**config.mk**
```make
export PLATFORM = sky130hd
export DESIGN_NAME = frame_pixel_streamer
export DESIGN_NICKNAME = d
export VERILOG_FILES = /design/src/rtl/frame_pixel_streamer.sv
export SDC_FILE = /design/constraint.sdc
export NUM_CORES = 1
export LEC_CHECK = 0
export CAP_MARGIN = 15
export CORE_MARGIN = 3
export CORE_UTILIZATION = 49
export DETAILED_ROUTE_END_ITERATION = 12
export PLACE_DENSITY = 0.75
export SKIP_LAST_GASP = 1
export SLEW_MARGIN = 30
export SYNTH_ARGS = -nofsm -noshare
export SYNTH_HDL_FRONTEND = slang
export SYNTH_SLANG_ARGS = --single-unit
```
**constraint.sdc**
```tcl
create_clock -name clk -period 4.3 [get_ports clk]
set_input_delay 0.86 -clock clk [delete_from_list [all_inputs] [get_ports clk]]
set_output_delay 0.86 -clock clk [all_outputs]
set_load 0.03 [all_outputs]
```
**src/rtl/frame_pixel_streamer.sv**
```systemverilog
// -----------------------------------------------------------------------------
// frame_pixel_streamer
//
// Raster-order pixel source. On a start request it reads one
// IMG_WIDTH x IMG_HEIGHT frame from a synchronous single-port frame RAM and
// emits it as a stream of signed pixels tagged with start-of-frame,
// end-of-line and end-of-frame. Optional idle gaps follow every row except the
// last, and a stall input pauses new RAM reads without dropping or reordering
// pixels that are already in flight.
//
// Ports
//   clk        in   rising-edge clock
//   rst        in   asynchronous active-high reset
//   start      in   frame request, honoured only while idle
//   stall      in   hold off new RAM reads while high
//   mem_rd_en  out  registered RAM read strobe
//   mem_addr   out  registered RAM address (row*IMG_WIDTH+col)
//   mem_rdata  in   RAM data, valid the cycle after mem_rd_en
//   pixel_out  out  registered signed pixel (two's complement)
//   valid_out  out  pixel_out valid
//   sof        out  first pixel of the frame
//   eol        out  last pixel of each row
//   eof        out  last pixel of the frame
//   busy       out  frame in progress
//   done       out  one-cycle pulse once the frame has fully drained
// -----------------------------------------------------------------------------
module frame_pixel_streamer #(
    parameter int DATA_WIDTH = 8,
    parameter int IMG_WIDTH  = 5,
    parameter int IMG_HEIGHT = 5,
    parameter int ADDR_WIDTH = $clog2(IMG_WIDTH * IMG_HEIGHT),
    parameter int ROW_GAP    = 0
) (
    input  logic                  clk,
    input  logic                  rst,
    input  logic                  start,
    input  logic                  stall,
    output logic                  mem_rd_en,
    output logic [ADDR_WIDTH-1:0] mem_addr,
    input  logic [DATA_WIDTH-1:0] mem_rdata,
    output logic [DATA_WIDTH-1:0] pixel_out,
    output logic                  valid_out,
    output logic                  sof,
    output logic                  eol,
    output logic                  eof,
    output logic                  busy,
    output logic                  done
);

    localparam int CW = $clog2(IMG_WIDTH);
    localparam logic [CW-1:0]         LAST_COL  = CW'(IMG_WIDTH - 1);
    localparam logic [ADDR_WIDTH-1:0] LAST_ADDR = ADDR_WIDTH'(IMG_WIDTH * IMG_HEIGHT - 1);
    localparam logic [7:0]            GAP_LAST  = 8'(ROW_GAP - 1);

    typedef enum logic [1:0] {
        IDLE,
        STREAM,
        GAP,
        DRAIN
    } state_t;

    state_t state_q, state_d;

    // Column counter drives eol/row wrap; the linear address counter tracks
    // row*IMG_WIDTH+col directly so no multiplier is needed.
    logic [CW-1:0]         col_q, col_d;
    logic [ADDR_WIDTH-1:0] nxt_q, nxt_d;
    logic [7:0]            gap_q, gap_d;

    // Stage 0: read issued to the RAM, with its tags.
    logic                  rd_en_q, rd_en_d;
    logic [ADDR_WIDTH-1:0] addr_q, addr_d;
    logic                  tsof_q, tsof_d;
    logic                  teol_q, teol_d;
    logic                  teof_q, teof_d;

    // Stage 1: RAM data returning, tags travelling alongside.
    logic                  v1_q;
    logic                  sof1_q, eol1_q, eof1_q;

    // Stage 2: registered outputs.
    logic                  valid_q;
    logic [DATA_WIDTH-1:0] pix_q;
    logic                  sof_q, eol_q, eof_q;
    logic                  done_q, done_d;

    logic                  issue;

    always_comb begin
        state_d = state_q;
        col_d   = col_q;
        nxt_d   = nxt_q;
        gap_d   = gap_q;
        rd_en_d = 1'b0;
        addr_d  = addr_q;
        tsof_d  = 1'b0;
        teol_d  = 1'b0;
        teof_d  = 1'b0;
        done_d  = 1'b0;
        issue   = 1'b0;

        unique case (state_q)
            IDLE: begin
                if (start) begin
                    state_d = STREAM;
                    col_d   = '0;
                    nxt_d   = '0;
                    // First read goes out on the accepting edge so address 0
                    // appears in the very next cycle.
                    issue   = !stall;
                end
            end
            STREAM: begin
                issue = !stall;
            end
            GAP: begin
                gap_d = gap_q + 8'd1;
                if (gap_q == GAP_LAST) begin
                    state_d = STREAM;
                end
            end
            DRAIN: begin
                // Exit once nothing is left in the read or data-return stage;
                // the final pixel is on the outputs in this same cycle.
                if (!rd_en_q && !v1_q) begin
                    state_d = IDLE;
                    done_d  = 1'b1;
                end
            end
            default: begin
                state_d = IDLE;
            end
        endcase

        if (issue) begin
            rd_en_d = 1'b1;
            addr_d  = nxt_d;
            tsof_d  = (nxt_d == '0);
            teol_d  = (col_d == LAST_COL);
            teof_d  = (nxt_d == LAST_ADDR);
            if (nxt_d == LAST_ADDR) begin
                state_d = DRAIN;
                col_d   = '0;
                nxt_d   = '0;
            end else begin
                nxt_d = nxt_d + ADDR_WIDTH'(1);
                if (col_d == LAST_COL) begin
                    col_d = '0;
                    if (ROW_GAP > 0) begin
                        state_d = GAP;
                        gap_d   = '0;
                    end
                end else begin
                    col_d = col_d + CW'(1);
                end
            end
        end
    end

    always_ff @(posedge clk or posedge rst) begin
        if (rst) begin
            state_q <= IDLE;
            col_q   <= '0;
            nxt_q   <= '0;
            gap_q   <= '0;
            rd_en_q <= 1'b0;
            addr_q  <= '0;
            tsof_q  <= 1'b0;
            teol_q  <= 1'b0;
            teof_q  <= 1'b0;
            v1_q    <= 1'b0;
            sof1_q  <= 1'b0;
            eol1_q  <= 1'b0;
            eof1_q  <= 1'b0;
            valid_q <= 1'b0;
            pix_q   <= '0;
            sof_q   <= 1'b0;
            eol_q   <= 1'b0;
            eof_q   <= 1'b0;
            done_q  <= 1'b0;
        end else begin
            state_q <= state_d;
            col_q   <= col_d;
            nxt_q   <= nxt_d;
            gap_q   <= gap_d;
            rd_en_q <= rd_en_d;
            addr_q  <= addr_d;
            tsof_q  <= tsof_d;
            teol_q  <= teol_d;
            teof_q  <= teof_d;
            v1_q    <= rd_en_q;
            sof1_q  <= tsof_q;
            eol1_q  <= teol_q;
            eof1_q  <= teof_q;
            valid_q <= v1_q;
            if (v1_q) begin
                pix_q <= mem_rdata;
            end
            sof_q   <= sof1_q;
            eol_q   <= eol1_q;
            eof_q   <= eof1_q;
            done_q  <= done_d;
        end
    end

    assign mem_rd_en = rd_en_q;
    assign mem_addr  = addr_q;
    assign pixel_out = pix_q;
    assign valid_out = valid_q;
    assign sof       = sof_q;
    assign eol       = eol_q;
    assign eof       = eof_q;
    assign busy      = (state_q != IDLE);
    assign done      = done_q;

endmodule

```
==> results of run 1 <==
==> layout by cell type (no fill, tap or decap), types with 3 or more instances in the layout <==
cell,n
clkbuf_4,5
clkdlybuf4s50_1,31
dfrtp_1,44
ha_1,5
inv_1,5
mux2_2,9
nand2_1,16
nand3_1,3
nand4_1,3
nor2_1,10
o21ai_0,8
xnor2_1,7
==> cell families after synthesis <==
kind of cell	Yosys count
and+or+nand+nor	49
xor gates and xnor gates	9
buffers and inverters	12
AOI/OAI and AO/OA	18
DFF	44
muxes	10
adders and majority gates	5
==> per-stage QoR <==
| step | cells | worst slack [ns] | instance area, um^2 | hold WS, ns | total power, W |
|---|---|---|---|---|---|
| global placement | 220 | 1.42 | 2130 | 0.332 | 0.00124 |
| floorplan | 147 | 2.07 | 1790 | 0.331 | 0.00106 |
| finish | 228 | 1.71 | 2210 | 0.364 | 0.00152 |
| CTS | 228 | 1.69 | 2210 | 0.366 | 0.00153 |
| global route | 228 | 1.63 | 2210 | 0.379 | 0.00163 |
| detailed placement | 220 | 1.39 | 2130 | 0.335 | 0.00127 |
==> final timing paths <==
check	slack [ns]	from	end	cells past startpoint
max	1.71	state_q[1]	busy	2
max reg2reg	2.31	state_q[1]	col_q[2]	6
max in group asynchronous	2.81	rst	nxt_q[2]	3
min	0.36	teol_q	eol1_q	0
min in group asynchronous	0.83	rst	eol	2
min reg2reg	0.36	teol_q	eol1_q	0
==> layout make-up <==
type                    count  area share
flip-flops and latches     44       0.498
multi-input cells          91       0.282
repair buffers             32       0.144
well taps                  46      0.0260
clock inverters             3      0.0209
clock buffers               5      0.0170
inverters                   7      0.0125
==> synthesized netlist by cell type (3+ instances only) <==
| master | instances | share of area |
|---|---|---|
| dfrtp_1 | 44 | 0.62 |
| nand2_1 | 16 | 0.034 |
| nor2_1 | 10 | 0.021 |
| mux2_2 | 9 | 0.057 |
| o21ai_0 | 8 | 0.022 |
| xnor2_1 | 7 | 0.034 |
| inv_1 | 6 | 0.013 |
| ha_1 | 5 | 0.035 |
| buf_2 | 3 | 0.0084 |
| nand3_1 | 3 | 0.0084 |
| nand4_1 | 3 | 0.010 |
==> report_power, final <==
group          internal (W)  leakage (nW)  switching (W)  total, W
Combinational      0.000272         0.413       0.000347  0.000620
Sequential         0.000542         0.555       0.000100  0.000643
Clock              0.000124        0.0418       0.000135  0.000259
==> worst reg2reg max path: cells and delay by family, from the launching register on <==
family	cells	cell delay, ns
AND/OR/NAND/NOR	3	0.89
flip-flops	1	0.44
AO/OA/AOI/OAI	2	0.34
adder cells (fa/ha/maj)	1	0.22
==> flip-flops by register name (all words and copies together) (netlist names), 2 cells and up <==
name,count
mem_addr,5
col_q,3
pixel_out,8
nxt_q,5
gap_q,8
state_q,2
==> layer usage <==
metal  up-vias  track usage  part of all wire
met5         -            0                 0
met4         0       0.0838             0.019
met3         7       0.0510             0.071
met2        46        0.259              0.47
met1       577        0.206              0.44
li1        571            -                 -
==> metrics.md, run 1 <==
| Metric | Value |
|---|---|
| Status | `complete, no violations` |
| Max Freq | `386 MHz` |
| Final TNS setup | `0 ns` |
| Leak | `1.01 nW` |
| Critical Path Start Type | `flip-flop` |
| CP top delay family | `buffers and inverters` |
| Inserted Diodes | `0` |
| Gp weighted congestion | `0.861` |
| Via Count | `1201` |
| First-pass GRT wire length | `5380 um` |
| Grt ovf | `0` |
| CP Data Arrival Time | `1.73 ns` |
| Yosys cell types | `34` |
| Share of post-route cells with drive strength above 1 | `0.132` |
| Ports | `32` |
| Fin. max-slew vios | `0` |
| Syn_nets | `164` |
| Antenna Violating Nets Remaining | `0` |
| TritonCTS clock tree | `done` |
| DRC Markers | `0` |
| Vias/cell | `5.27` |
| Hold Path Class | `reg -> reg` |
| Total GRT Usage | `0.166` |
| WL/cell | `13.7 um` |
| Req. time, crit path | `3.44 ns` |
| Die width | `66.4 um` |
| Hold Buf Count CTS | `0` |
| Count of buffer and inverter cells on the critical path | `1` |
| Worst-path clk slew | `0.13 ns` |
| Mapped Cells | `147` |
| DR pass1 iterations | `4` |
| Mux contribution to synthesized area | `0.0622` |
| CP max stage cell | `clkdlybuf4s50_1` |
| Root Buffer | `clkbuf_4` |
| Largest stage delay, worst path | `0.60 ns` |
| Hpwl dp | `2180 um` |
| Final hold vios | `0` |
| Row cnt | `21` |
| Worst-margin pin slew | `0.510 ns` |
| Die height | `66.4 um` |
| # fillers | `271` |
| Post-synth EDFFs | `0` |
| Post-Synth XOR/XNOR Area | `0.0441` |
| Sequential area share after synthesis | `0.615` |
| Worst-Skew Late Latency | `0.36 ns` |
| Routed Wire Length | `3110 um` |
| Avg Cell Area, Syn | `12.2 um^2` |
| Power Dens Cells | `688 nW/um^2` |
| CTS Sinks | `44` |
| Clock tree buffer depth | `2` |
| Crit path max fanout | `6` |
| TritonCTS Buffers | `5` |
| Largest net degree at the start of global routing | `25` |
| Clock Skews | `0.0129 ns` |
| Synth warn | `0` |
| Synthesis-to-layout area growth | `23.6%` |
| Reg area | `1100 um^2` |
| RSZ-0062 raised after global routing | `false` |
| Worst IR drop on VDD | `337 uV` |
| Most used flip-flop cell after synthesis | `dfrtp_1` |
| Port bufs | `31` |
| DRT iter0 DRCs | `26` |
| Die area | `4410 um^2` |
| Fin crit period | `2.59 ns` |
| CTS H-tree lvls | `2` |
| Syn Std Cell Area | `1790 um^2` |
| Final Util | `0.647` |
| Relative slew slack | `0.659` |
| #FFs+latches synth | `44` |
| Ys async rst share | `1.00` |
| Vias in the first global route | `1211` |
| Cts repair resizes | `0` |
| Fin crit share | `0.603` |
| Initial Util | `0.524` |
| Max_cap viols | `0` |
| # nets final | `198` |
| Combinational family with the most area after synthesis | `simple AND/OR/NAND/NOR gates` |
| Post-CTS Setup Inserts | `0` |
| Compound-cell area share of the yosys netlist | `0.0608` |
| Synth Area in Adders | `0.0350` |
| Final setup fails | `0` |
| Core box area | `3420 um^2` |
| Multi-input logic area | `623 um^2` |
| CP Capture Type | `primary output` |
| Initial antenna violation count | `0` |
| Simple-Gate Fraction of Synth Area | `0.146` |
| Crit path kind | `reg -> out` |
| CP Cell Sequence | `or2_2 > clkdlybuf4s50_1` |
Power figures use the tool's default switching activity.
==> run 2: changes to the inputs <==
- CORE_UTILIZATION: 49 -> 46
- PLACE_DENSITY: 0.75 -> 0.74
- clock period: 4.3 -> 2.3 ns (I/O delays scaled with it)
==> run 2 against run 1 <==
Net effect: combinational power grew 95%; non-clock buffer count increased by 6; power up 96%; register-to-register slack lost 1.9 ns; hold slack lost 0.018 ns; global-route usage decreased by 0.71 points; die area rose by 5.9%; utilization shrank 3.3 points; first-iteration DRC count grew 35%; via count grew 2.1%; clock-buffer cell count grew 1; clock power rose by 120%.
==> metrics.md, run 2 (same netlist as run 1, synthesis figures left out) <==
| Metric | Value |
|---|---|
| Initial antenna violation count | `0` |
| Die height | `68.4 um` |
| Total GRT Usage | `0.158` |
| Grt ovf | `0` |
| Pwr Total | `0.00298 W` |
| Status | `complete, no violations` |
| Leak | `1.05 nW` |
| Worst-margin pin slew | `0.524 ns` |
| Port bufs | `31` |
| Final setup fails | `0` |
| Share of post-route cells with drive strength above 1 | `0.149` |
| Crit path kind | `reg -> out` |
| Clock tree buffer depth | `2` |
| # fillers | `309` |
| Fin crit period | `2.12 ns` |
| Setup crit start | `state_q[1]` |
| Largest net degree at the start of global routing | `45` |
| Post-CTS Setup Inserts | `0` |
| Crit path max fanout | `6` |
| Gp weighted congestion | `0.826` |
| Cts repair resizes | `0` |
| Req. time, crit path | `1.84 ns` |
| Clock Skews | `0.00379 ns` |
| Antenna Violating Nets Remaining | `0` |
| Post-Layout Cell Count | `236` |
| WL/cell | `13.8 um` |
| Row cnt | `22` |
| Most common cell after layout, fill and taps aside | `dfrtp_1` |
| Die width | `68.4 um` |
| Die area | `4670 um^2` |
| Placed inst area | `2170 um^2` |
| Pre-CTS setup slack | `-0.0491 ns` |
| Final hold slack | `0.347 ns` |
| CP top delay family | `buffers and inverters` |
| Root Buffer | `clkbuf_8` |
| Max Freq | `471 MHz` |
| Worst Hold Launch | `teol_q` |
| Ports | `32` |
| Flop2flop setup slack | `0.43 ns` |
| Post-route cell area | `2280 um^2` |
| CP Capture Type | `primary output` |
| Vias in the first global route | `1165` |
| Core box area | `3720 um^2` |
| First-pass GRT wire length | `5300 um` |
| CTS Sinks | `44` |
| DR pass1 iterations | `4` |
| Relative slew slack | `0.651` |
| Routed Wire Length | `3250 um` |
| Fin. max-slew vios | `0` |
| RSZ-0062 raised after global routing | `false` |
| CP max stage cell | `clkdlybuf4s50_1` |
| Critical Path Start Type | `flip-flop` |
| Hold Buf Count CTS | `0` |
| CTS H-tree lvls | `2` |
| Max_cap viols | `0` |
| Hpwl dp | `2360 um` |
| Inserted Diodes | `0` |
| Via Count | `1226` |
| Worst-path clk slew | `0.08 ns` |
| Final hold vios | `0` |
| Placed Instances | `228` |
| # nets final | `204` |
| Fin crit share | `0.922` |
| CP Data Arrival Time | `1.66 ns` |
| Worst-Skew Late Latency | `0.29 ns` |
| Power Dens Cells | `1310 nW/um^2` |
| DRT iter0 DRCs | `35` |
| Worst IR drop on VDD | `562 uV` |
| Synthesis-to-layout area growth | `27.6%` |
| Largest stage delay, worst path | `0.60 ns` |
| Hold Path Class | `reg -> reg` |
| RR Startpoint | `state_q[1]` |
| Vias/cell | `5.19` |
| Initial Util | `0.481` |
| Most frequent cells in the layout | `dfrtp_1, clkdlybuf4s50_1, nand2_1, nor2_1, mux2_2` |
| TritonCTS clock tree | `done` |
| CP Cell Sequence | `or2_2 > clkdlybuf4s50_1` |
| DRC Markers | `0` |
| Count of buffer and inverter cells on the critical path | `1` |
| Final worst slack | `0.179 ns` |
| TritonCTS Buffers | `5` |
## run 2: cell type report
cell class / count / area [um^2] / share of cell area
tap: 48 / 60.1 / 0.0263
inverter: 7 / 27.5 / 0.0121
clock inverter: 2 / 35.0 / 0.0154
timing repair buffer: 38 / 363 / 0.159
sequential: 44 / 1100 / 0.482
multi-input combinational: 91 / 623 / 0.273
clock buffer: 6 / 72.6 / 0.0318
## run 2: power breakdown
part	total (W)	switching (W)	internal, W
combinational	0.00121	0.000659	0.000547
clock	0.000575	0.000253	0.000322
sequential	0.00120	0.000182	0.00102
total	0.00298	0.00109	0.00188
## run 2: path summary, 6_finish.rpt
kind,depth (start not counted),to
hold reg to reg,0,eol1_q
hold / removal,0,eol1_q
setup / recovery,2,busy
min in group asynchronous,3,gap_q[6]
setup reg to reg,7,nxt_q[4]
max in group asynchronous,3,gap_q[2]
## run 2: metal layers
layer	global-route usage	part of all wire
met5	0	0
met4	0.0596	0.019
met3	0.0575	0.074
met2	0.274	0.49
met1	0.177	0.42
## run 2: through the flow
stage | utilization | TNS (ns)
2_1_floorplan | - | 0
3_3_place_gp | 0.585 | 0
3_5_place_dp | 0.585 | -0.105
4_1_cts | 0.614 | 0
5_1_grt | 0.614 | 0
6_report | 0.614 | 0
